--- config.mk ---
export PLATFORM = sky130hd
export DESIGN_NAME = uart_event_decoder
export DESIGN_NICKNAME = d
export VERILOG_FILES = /design/src/rtl/dvs_pkg.sv /design/src/rtl/event_fifo.sv /design/src/rtl/uart_event_decoder.sv
export SDC_FILE = /design/constraint.sdc
export NUM_CORES = 1
export LEC_CHECK = 0
export BUFFER_PORTS_ARGS = -buffer_cell sky130_fd_sc_hd__buf_2
export CAP_MARGIN = 20
export CORE_ASPECT_RATIO = 0.6
export CORE_MARGIN = 2
export CORE_UTILIZATION = 55
export CTS_CLUSTER_DIAMETER = 120
export DETAILED_ROUTE_END_ITERATION = 8
export PLACE_DENSITY_LB_ADDON = 0.08
export SLEW_MARGIN = 5
export SYNTH_ARGS = -nofsm -noshare
export SYNTH_HDL_FRONTEND = slang
export SYNTH_HIERARCHICAL = 1
export SYNTH_SLANG_ARGS = --single-unit
--- constraint.sdc ---
create_clock -name clk -period 5.2 [get_ports clk]
set_clock_uncertainty 0.1 [all_clocks]
set_input_delay 0.52 -clock clk [delete_from_list [all_inputs] [get_ports clk]]
set_output_delay 0.52 -clock clk [all_outputs]
set_load 0.01 [all_outputs]
--- src/rtl/dvs_pkg.sv ---
// Shared types for the DVS event path: the decoded event record and the packet decoder states.
package dvs_pkg;

  localparam logic [7:0] DVS_SYNC_BYTE = 8'hA5;

  typedef struct packed {
    logic [7:0] x;
    logic [7:0] y;
    logic       pol;
  } dvs_event_t;

  typedef enum logic [2:0] {HUNT, X, Y, FLAGS, CSUM} dec_state_e;

endpackage

--- src/rtl/event_fifo.sv ---
// Show-ahead synchronous FIFO of decoded DVS events; the head entry is visible while not empty.
module event_fifo
  import dvs_pkg::*;
#(
  parameter int DEPTH = 4
) (
  input  logic       clk,
  input  logic       rst,
  input  logic       push,
  input  dvs_event_t push_data,
  output logic       full,
  input  logic       pop,
  output dvs_event_t head,
  output logic       empty
);

  localparam int AW = $clog2(DEPTH);

  logic [AW-1:0] wr_ptr_q, wr_ptr_d;
  logic [AW-1:0] rd_ptr_q, rd_ptr_d;
  logic [AW:0]   count_q, count_d;
  dvs_event_t    mem_q [DEPTH];
  logic          do_push, do_pop;

  assign full    = (count_q == (AW+1)'(DEPTH));
  assign empty   = (count_q == '0);
  assign do_pop  = pop && !empty;
  // A full FIFO still accepts a push when the head leaves in the same cycle.
  assign do_push = push && (!full || do_pop);
  assign head    = mem_q[rd_ptr_q];

  // NOTE: every variable gets a default at the top of always_comb so no path leaves it unassigned (no latch).
  always_comb begin
    wr_ptr_d = wr_ptr_q;
    rd_ptr_d = rd_ptr_q;
    count_d  = count_q;
    if (do_push) wr_ptr_d = wr_ptr_q + AW'(1);
    if (do_pop)  rd_ptr_d = rd_ptr_q + AW'(1);
    count_d = count_q + (AW+1)'(do_push) - (AW+1)'(do_pop);
  end

  // NOTE: sequential state uses non-blocking assignments so all flops update from pre-edge values.
  always_ff @(posedge clk) begin
    if (rst) begin
      wr_ptr_q <= '0;
      rd_ptr_q <= '0;
      count_q  <= '0;
    end else begin
      wr_ptr_q <= wr_ptr_d;
      rd_ptr_q <= rd_ptr_d;
      count_q  <= count_d;
    end
  end

  // NOTE: storage is deliberately not reset; validity comes from count_q and the top masks the head when empty.
  always_ff @(posedge clk) begin
    if (do_push) mem_q[wr_ptr_q] <= push_data;
  end

endmodule

--- src/rtl/uart_event_decoder.sv ---
// Reassembles 5-byte DVS packets from a UART byte stream, validates them and buffers good events.
module uart_event_decoder
  import dvs_pkg::*;
#(
  parameter logic [7:0] SYNC_BYTE    = DVS_SYNC_BYTE,
  parameter int         SENSOR_W     = 128,
  parameter int         SENSOR_H     = 128,
  parameter int         TIMEOUT_CLKS = 2080,
  parameter int         FIFO_DEPTH   = 4,
  parameter int         ERR_CNT_W    = 8
) (
  input  logic                 clk,
  input  logic                 rst,
  input  logic [7:0]           in_data,
  input  logic                 in_valid,
  output logic [7:0]           ev_x,
  output logic [7:0]           ev_y,
  output logic                 ev_pol,
  output logic                 ev_valid,
  input  logic                 ev_ready,
  output logic [ERR_CNT_W-1:0] csum_err,
  output logic [ERR_CNT_W-1:0] frame_err,
  output logic [ERR_CNT_W-1:0] range_err,
  output logic [ERR_CNT_W-1:0] ovf_err
);

  localparam int TW = $clog2(TIMEOUT_CLKS + 1);
  localparam logic [TW-1:0] TIMER_MAX = TW'(TIMEOUT_CLKS - 1);

  dec_state_e           state_q, state_d;
  logic [7:0]           x_q, x_d, y_q, y_d, csum_q, csum_d;
  logic                 pol_q, pol_d;
  logic [TW-1:0]        timer_q, timer_d;
  logic [ERR_CNT_W-1:0] csum_err_q, csum_err_d, frame_err_q, frame_err_d;
  logic [ERR_CNT_W-1:0] range_err_q, range_err_d, ovf_err_q, ovf_err_d;

  logic       timed_out, out_of_range, push, pop;
  logic       inc_csum, inc_frame, inc_range, inc_ovf;
  logic       fifo_full, fifo_empty;
  dvs_event_t fifo_head;

  function automatic logic [ERR_CNT_W-1:0] sat_inc(input logic [ERR_CNT_W-1:0] v, input logic en);
    return (en && (v != '1)) ? v + ERR_CNT_W'(1) : v;
  endfunction

  // Widened compare keeps SENSOR_W/H = 256 meaningful for 8-bit coordinates.
  assign out_of_range = ({1'b0, x_q} >= 9'(SENSOR_W)) || ({1'b0, y_q} >= 9'(SENSOR_H));
  assign timed_out    = (state_q != HUNT) && !in_valid && (timer_q == TIMER_MAX);

  always_comb begin
    state_d   = state_q;
    x_d       = x_q;
    y_d       = y_q;
    pol_d     = pol_q;
    csum_d    = csum_q;
    push      = 1'b0;
    inc_csum  = 1'b0;
    inc_range = 1'b0;
    inc_frame = 1'b0;

    if (in_valid || (state_q == HUNT) || timed_out) timer_d = '0;
    else                                            timer_d = timer_q + TW'(1);

    if (timed_out) begin
      state_d   = HUNT;
      inc_frame = 1'b1;
    end else if (in_valid) begin
      case (state_q)
        HUNT:  if (in_data == SYNC_BYTE) state_d = X;
        X: begin
          x_d     = in_data;
          csum_d  = in_data;
          state_d = Y;
        end
        Y: begin
          y_d     = in_data;
          csum_d  = csum_q ^ in_data;
          state_d = FLAGS;
        end
        FLAGS: begin
          pol_d   = in_data[7];
          csum_d  = csum_q ^ in_data;
          state_d = CSUM;
        end
        CSUM: begin
          state_d = HUNT;
          if (in_data != csum_q) inc_csum  = 1'b1;
          else if (out_of_range) inc_range = 1'b1;
          else                   push      = 1'b1;
        end
        default: state_d = HUNT;
      endcase
    end
  end

  assign pop     = ev_valid && ev_ready;
  assign inc_ovf = push && fifo_full && !pop;

  always_comb begin
    csum_err_d  = sat_inc(csum_err_q,  inc_csum);
    frame_err_d = sat_inc(frame_err_q, inc_frame);
    range_err_d = sat_inc(range_err_q, inc_range);
    ovf_err_d   = sat_inc(ovf_err_q,   inc_ovf);
  end

  always_ff @(posedge clk) begin
    if (rst) begin
      state_q     <= HUNT;
      x_q         <= '0;
      y_q         <= '0;
      pol_q       <= 1'b0;
      csum_q      <= '0;
      timer_q     <= '0;
      csum_err_q  <= '0;
      frame_err_q <= '0;
      range_err_q <= '0;
      ovf_err_q   <= '0;
    end else begin
      state_q     <= state_d;
      x_q         <= x_d;
      y_q         <= y_d;
      pol_q       <= pol_d;
      csum_q      <= csum_d;
      timer_q     <= timer_d;
      csum_err_q  <= csum_err_d;
      frame_err_q <= frame_err_d;
      range_err_q <= range_err_d;
      ovf_err_q   <= ovf_err_d;
    end
  end

  event_fifo #(.DEPTH(FIFO_DEPTH)) u_fifo (
    .clk       (clk),
    .rst       (rst),
    .push      (push),
    .push_data ('{x: x_q, y: y_q, pol: pol_q}),
    .full      (fifo_full),
    .pop       (pop),
    .head      (fifo_head),
    .empty     (fifo_empty)
  );

  assign ev_valid  = !fifo_empty;
  assign ev_x      = fifo_empty ? 8'h00 : fifo_head.x;
  assign ev_y      = fifo_empty ? 8'h00 : fifo_head.y;
  assign ev_pol    = fifo_empty ? 1'b0  : fifo_head.pol;
  assign csum_err  = csum_err_q;
  assign frame_err = frame_err_q;
  assign range_err = range_err_q;
  assign ovf_err   = ovf_err_q;

endmodule

* Yosys cells after proc, flatten, opt, wreduce, memory -nomap -nowiden *
Memories as Yosys holds them, arrays and structs flattened. A register that Yosys moved wholly into a read port is not among the register bits.
Cells that the tools add are included.

word-level totals
  register bits = 79
  memory bits (writable) = 68
  bits of input ports = 12
  output and inout bits = 50
  word-level logic and storage cells = 96
  memories kept = 1

cells by class
  $add $sub $neg = 9
  order comparisons = 2
  equality and inequality tests = 13
  multiplexer cells = 25
  bitwise logic cells = 2
  reduce and logical (&&, ||, !) cells = 31

memory list
  memory        depth  bits a word  rd ports  clocked after Yosys merged registers in  wr ports  RTL line          source
  u_fifo.mem_q  4      17           1         1                                        1         event_fifo.sv:22  dvs_event_t mem_q [DEPTH];

operators by type and width
  kind                     count
  $add A8 B1 Y8 const B    4
  $ne A8 B8 Y1 const B     4
  $mux W1                  18
  $ge A8 B8 Y1 const B     2
  $mux W8                  2
  $pmux W8 S2              1
  $add A12 B1 Y12 const B  1
  $eq A12 B12 Y1 const B   1
  $pmux W3 S4              1
  $reduce_and A3 Y1        4
  $logic_and A1 B1 Y1      11
  $eq A8 B8 Y1 const B     1
  $ne A8 B8 Y1             1
  $xor A8 B8 Y8            1
  $eq A3 B2 Y1 const B     2
  $eq A3 B3 Y1 const B     2
  $logic_not A3 Y1         2
  $reduce_or A2 Y1         3
  $add A2 B1 Y2 const B    2
  $logic_not A1 Y1         4
  $logic_or A1 B1 Y1       4
  $mux W2                  2
  $add A3 B1 Y3            1
  $eq A3 B1 Y1 const B     1
  7 further kinds          7

* Depth between registers and ports, before layout *
  word-level depth = 10
  mapped depth = 12
  gate-level depth less buffers = 11

* Cells and area by module *
Netlist, hierarchy kept.

by module, submodules not included
  module              times used  cells an instance  area an instance (sq um)  sequential area each (sq um)
  uart_event_decoder  1           405                3418.3                    1441.4
  event_fifo          1           136                3029.2                    2222.1

* Worst setup path before layout *
OpenSTA, ideal clock, no wires.

  path kind = input to register
  from = input in_data[1]
  to = register u_fifo.count_q[2]
  library setup time = 0.126 ns
  arrival time = 2.901 ns
  data required time = 4.974 ns
  path slack = 2.073 ns
  cell stages on the path = 12
  path buffers = 1
  cell sequence = xor2_1 -> nor4_2 -> nand3_1 -> buf_2 -> nor3_1 -> or2_1 -> a21bo_2 -> ha_1 -> fa_1 -> xnor2_1 -> xnor2_1 -> nor2_1

between the ends
  cells in the longest elaborated chain, start to end = 8

ends and longest elaborated chain
  item                  RTL line                  source
  from (decl)           uart_event_decoder.sv:14  input logic [7:0] in_data,
  $ne A8 B8 Y1          uart_event_decoder.sv:87  if (in_data != csum_q) inc_csum = 1'b1;
  $mux W1               uart_event_decoder.sv:87
  $mux W1               uart_event_decoder.sv:68  case (state_q)
  $mux W1               uart_event_decoder.sv:67  end else if (in_valid) begin
  $mux W1               uart_event_decoder.sv:64  if (timed_out) begin
  net push              uart_event_decoder.sv:37  logic timed_out, out_of_range, push, pop;
  $logic_and A1 B1 Y1   event_fifo.sv:29          assign do_push = push && (!full || do_pop);
  $add A3 B1 Y3         event_fifo.sv:39          count_d = count_q + (AW+1)'(do_push) - (AW+1)'(do_pop);
  $sub A3 B1 Y3         event_fifo.sv:39
  to (signal assigned)  event_fifo.sv:51          count_q <= count_d;
  to (decl)             event_fifo.sv:21          logic [AW:0] count_q, count_d;

The timed path passes the listed nets, and every way through them passes these cells.
A chain may end at the register's enable or synchronous reset.

* Worst setup path after layout *
  from = register csum_q[2]
  to = register u_fifo.count_q[2]

between the ends
  cells in the longest elaborated chain, start to end = 8

ends and longest elaborated chain
  item                    RTL line                   source
  from (decl)             uart_event_decoder.sv:31   logic [7:0] x_q, x_d, y_q, y_d, csum_q, csum_d;
  from (signal assigned)  uart_event_decoder.sv:123  csum_q <= csum_d;
  $ne A8 B8 Y1            uart_event_decoder.sv:87
  $mux W1                 uart_event_decoder.sv:87
  $mux W1                 uart_event_decoder.sv:68
  $mux W1                 uart_event_decoder.sv:67
  $mux W1                 uart_event_decoder.sv:64
  net push                uart_event_decoder.sv:37
  $logic_and A1 B1 Y1     event_fifo.sv:29
  $add A3 B1 Y3           event_fifo.sv:39
  $sub A3 B1 Y3           event_fifo.sv:39

The timed path passes the listed nets, and every way through them passes these cells.

==> flow_metrics.py <==
metrics = {
    "cells_and_area": {
        "n_antenna_cell": 0,
        "post_route_cells_drive_above_1_share_pct": 18.4,
        "final_cell_mix": "dfxtp_1 (81), edfxtp_1 (68), buf_2 (61), nor2_1 (57), nand2_1 (47)",
        "final_nets": 625,
        "areaGrowthSynthToFinish_pct": 15.2,
        "final-seq-area_mm2": 0.00366,
        "final_common_cell": "dfxtp_1",
        "final_util_pct": 65.3,
        "multi_input_area_mm2": 0.00262,
        "filler_cell_count": 854,
        "final_area_mm2": 0.00743,
    },
    "critical_path": {
        "crit_path_frequent_cell": "xnor2_1",
        "cp-end-kind": "flop",
        "path_class": "reg -> reg",
        "cp.arrival_ps": 3750,
        "required_ps": 5370,
        "critPathMaxFanout": 13,
        "crit_chain": "xor2_1, nor4_2, nand3_1, nor3_1, or2_1, a21bo_2, ha_1, fa_1, xnor2_1, xnor2_1, nor2_1",
        "r2r-end": "u_fifo/count_q[2]",
        "reg2regPathDepth": 11,
        "rr_startpoint": "csum_q[2]",
        "worst_path_largest_cell_delay_ps": 660,
        "start_kind": "flop",
        "cp_slowest_cell": "nor4_2",
        "crit_start": "csum_q[2]",
        "reg2reg_slack_ps": 1610,
    },
    "yosys": {
        "syn-instance-count": 541,
        "synth_top_flop_cell": "dfxtp_1",
        "yosysUniqueCellTypes": 59,
        "async_reset_ff_share_pct": 0,
        "ys.warnings.count": 6,
        "synth_edf_count": 68,
        "syn-num-nets": 564,
        "ys_ff_latch": 149,
        "yosysSeqAreaShare_pct": 56.8,
        "syn-cell-area_mm2": 0.00645,
        "syn_area_per_cell_um2": 11.9,
    },
    "clock_network": {
        "postCtsHoldBufs": 0,
        "cts.sinks": 149,
        "numCtsBuffers": 17,
        "cts_resized": 0,
        "clk_latency_ps": 410,
        "path_clk_slew_ps": 60,
        "postCtsSetupBuffers": 0,
        "cts_tree": "built",
        "cts_root_buf": "clkbuf_16",
        "clk_path_buf_depth": 2,
        "htree_levels": 4,
    },
    "global_routing": {
        "grt_pass1_wl_mm": 21.1,
        "grt_pass1_vias": 4043,
        "track_usage_pct": 22.2,
        "antenna_found_initial": 0,
        "overflow": 0,
        "grt_max_degree": 78,
    },
    "route": {
        "dr.pass1.iters": 8,
        "ant_nets": 0,
        "vias": 4337,
        "drt-total-wl_mm": 13.2,
        "vias_per_cell": 5.60,
        "drcViolationCount": 0,
        "dr.first_iter.drc_count": 304,
        "wl_per_cell_um": 17.0,
    },
    "floorplanning": {
        "ios": 62,
        "die_w_um": 144,
        "core_area_mm2": 0.0114,
        "die_h_um": 87.9,
        "die_area_mm2": 0.0126,
        "start_util_pct": 56.7,
        "num_rows": 30,
    },
    "power": {
        "powerDensity_mw_per_mm2": 324,
        "power_w": 0.00241,
        "cellLeakagePower_nw": 2.56,
        "max-vdd-ir-drop_mv": 0.216,
    },
    "timing": {
        "worst_slew_margin_rel_pct": 28.8,
        "hold_slack_ps": 322,
        "timing.fmax_mhz": 279,
        "setup_viol_count_final": 0,
        "maxSlewViolCount": 0,
        "min_period_over_period_pct": 69.0,
        "tns_ps": 0,
        "rsz0062_at_grt": "no",
        "report.final.hold_viol_count": 0,
        "worst_pin_slew_ps": 1070,
        "fin_crit_ps": 3590,
    },
    "job": {
        "cap_viol_max_count": 0,
    },
    "worst_hold_path": {
        "min_from": "in_data[5]",
        "holdPathStages": 3,
        "hold_end": "x_q[5]",
        "hold_class": "in -> reg",
    },
    "placement": {
        "dp_hpwl_mm": 8.62,
        "dpl-instance-area_mm2": 0.00686,
        "gp_congestion": 0.816,
        "portBuffers": 61,
    },
    "run_status": {
        "status": "finished clean",
    },
}
## cell type report
cell class | instances | share of cell area (%)
Inverter | 15 | 0.758
Clock inverter | 13 | 1.80
Multi-Input combinational cell | 356 | 35.3
Timing Repair Buffer | 63 | 4.31
Clock buffer | 19 | 5.83
Sequential cell | 149 | 49.3
Tap cell | 160 | 2.69
## power by group
| part | switching (W) | total, W | internal (W) |
|---|---|---|---|
| Combinational | 0.0000204 | 0.0000283 | 0.00000794 |
| Sequential | 0.000000197 | 0.00121 | 0.00121 |
| Clock | 0.000460 | 0.00116 | 0.000704 |
## cells by family after synthesis
logic type,after synthesis,share of synthesized area [%]
buf+inv,36,2.58
mux,36,10.0
fa+ha+maj,11,2.25
flops,149,56.8
compound gates,56,5.63
xor+xnor,36,4.89
simple gates,217,17.8
## Yosys cell counts (all sizes together), types with 12 or more instances
library cell / number / area, um2
nand2: 47 / 176
dfxtp: 81 / 1620
mux2i: 14 / 140
edfxtp: 68 / 2040
nand3: 16 / 85.1
xor2: 16 / 140
nor3: 12 / 65.1
nor2: 57 / 214
a21oi: 26 / 130
mux4: 17 / 447
clkbuf: 13 / 50.0
nor2b: 25 / 156
inv: 15 / 56.3
xnor2: 20 / 175
## sequential cells by signal, indices dropped and copies added, names as in the netlist, named ones only
signal and cells:
pol_q 1, range_err 8, timer_q 12, ovf_err 8, csum_err 8, csum_q 8
u_fifo/wr_ptr_q 2, u_fifo/count_q 3, y_q 8, x_q 8, u_fifo/rd_ptr_q 2, state_q 3
frame_err 8, u_fifo/mem_q 68
## worst max path at each step
stage	end	slack (ps)	cells past startpoint
2_1_floorplan	u_fifo/count_q[2]	2070	12
3_3_place_gp	u_fifo/count_q[2]	1500	12
3_5_place_dp	u_fifo/count_q[2]	1340	12
4_1_cts	u_fifo/count_q[2]	1640	11
5_1_grt	u_fifo/count_q[2]	1390	11
6_report	u_fifo/count_q[2]	1610	11
## through the flow
stage / std cells / worst slack [ps]
2_1_floorplan: 541 / 2070
3_3_place_gp: 743 / 1500
3_5_place_dp: 743 / 1340
4_1_cts: 775 / 1640
5_1_grt: 775 / 1390
6_report: 775 / 1610
## metal layers
| layer | vias up | share of wire, % | track usage [%] |
|---|---|---|---|
| met5 | - | 0 | 0 |
| met4 | 0 | 0.56 | 5.53 |
| met3 | 6 | 5.7 | 5.96 |
| met2 | 118 | 46 | 34.1 |
| met1 | 2126 | 48 | 31.9 |
| li1 | 2087 | - | - |
## critical path: cells and delay by family, from the launching register on
| kind | cells | cell delay (ps) |
|---|---|---|
| DFF | 1 | 320 |
| adders and majority gates | 2 | 560 |
| and+or+nand+nor | 5 | 1760 |
| xor gates and xnor gates | 3 | 480 |
| AOI/OAI and AO/OA | 1 | 230 |
Note: power is estimated with default switching activity, not from simulation.
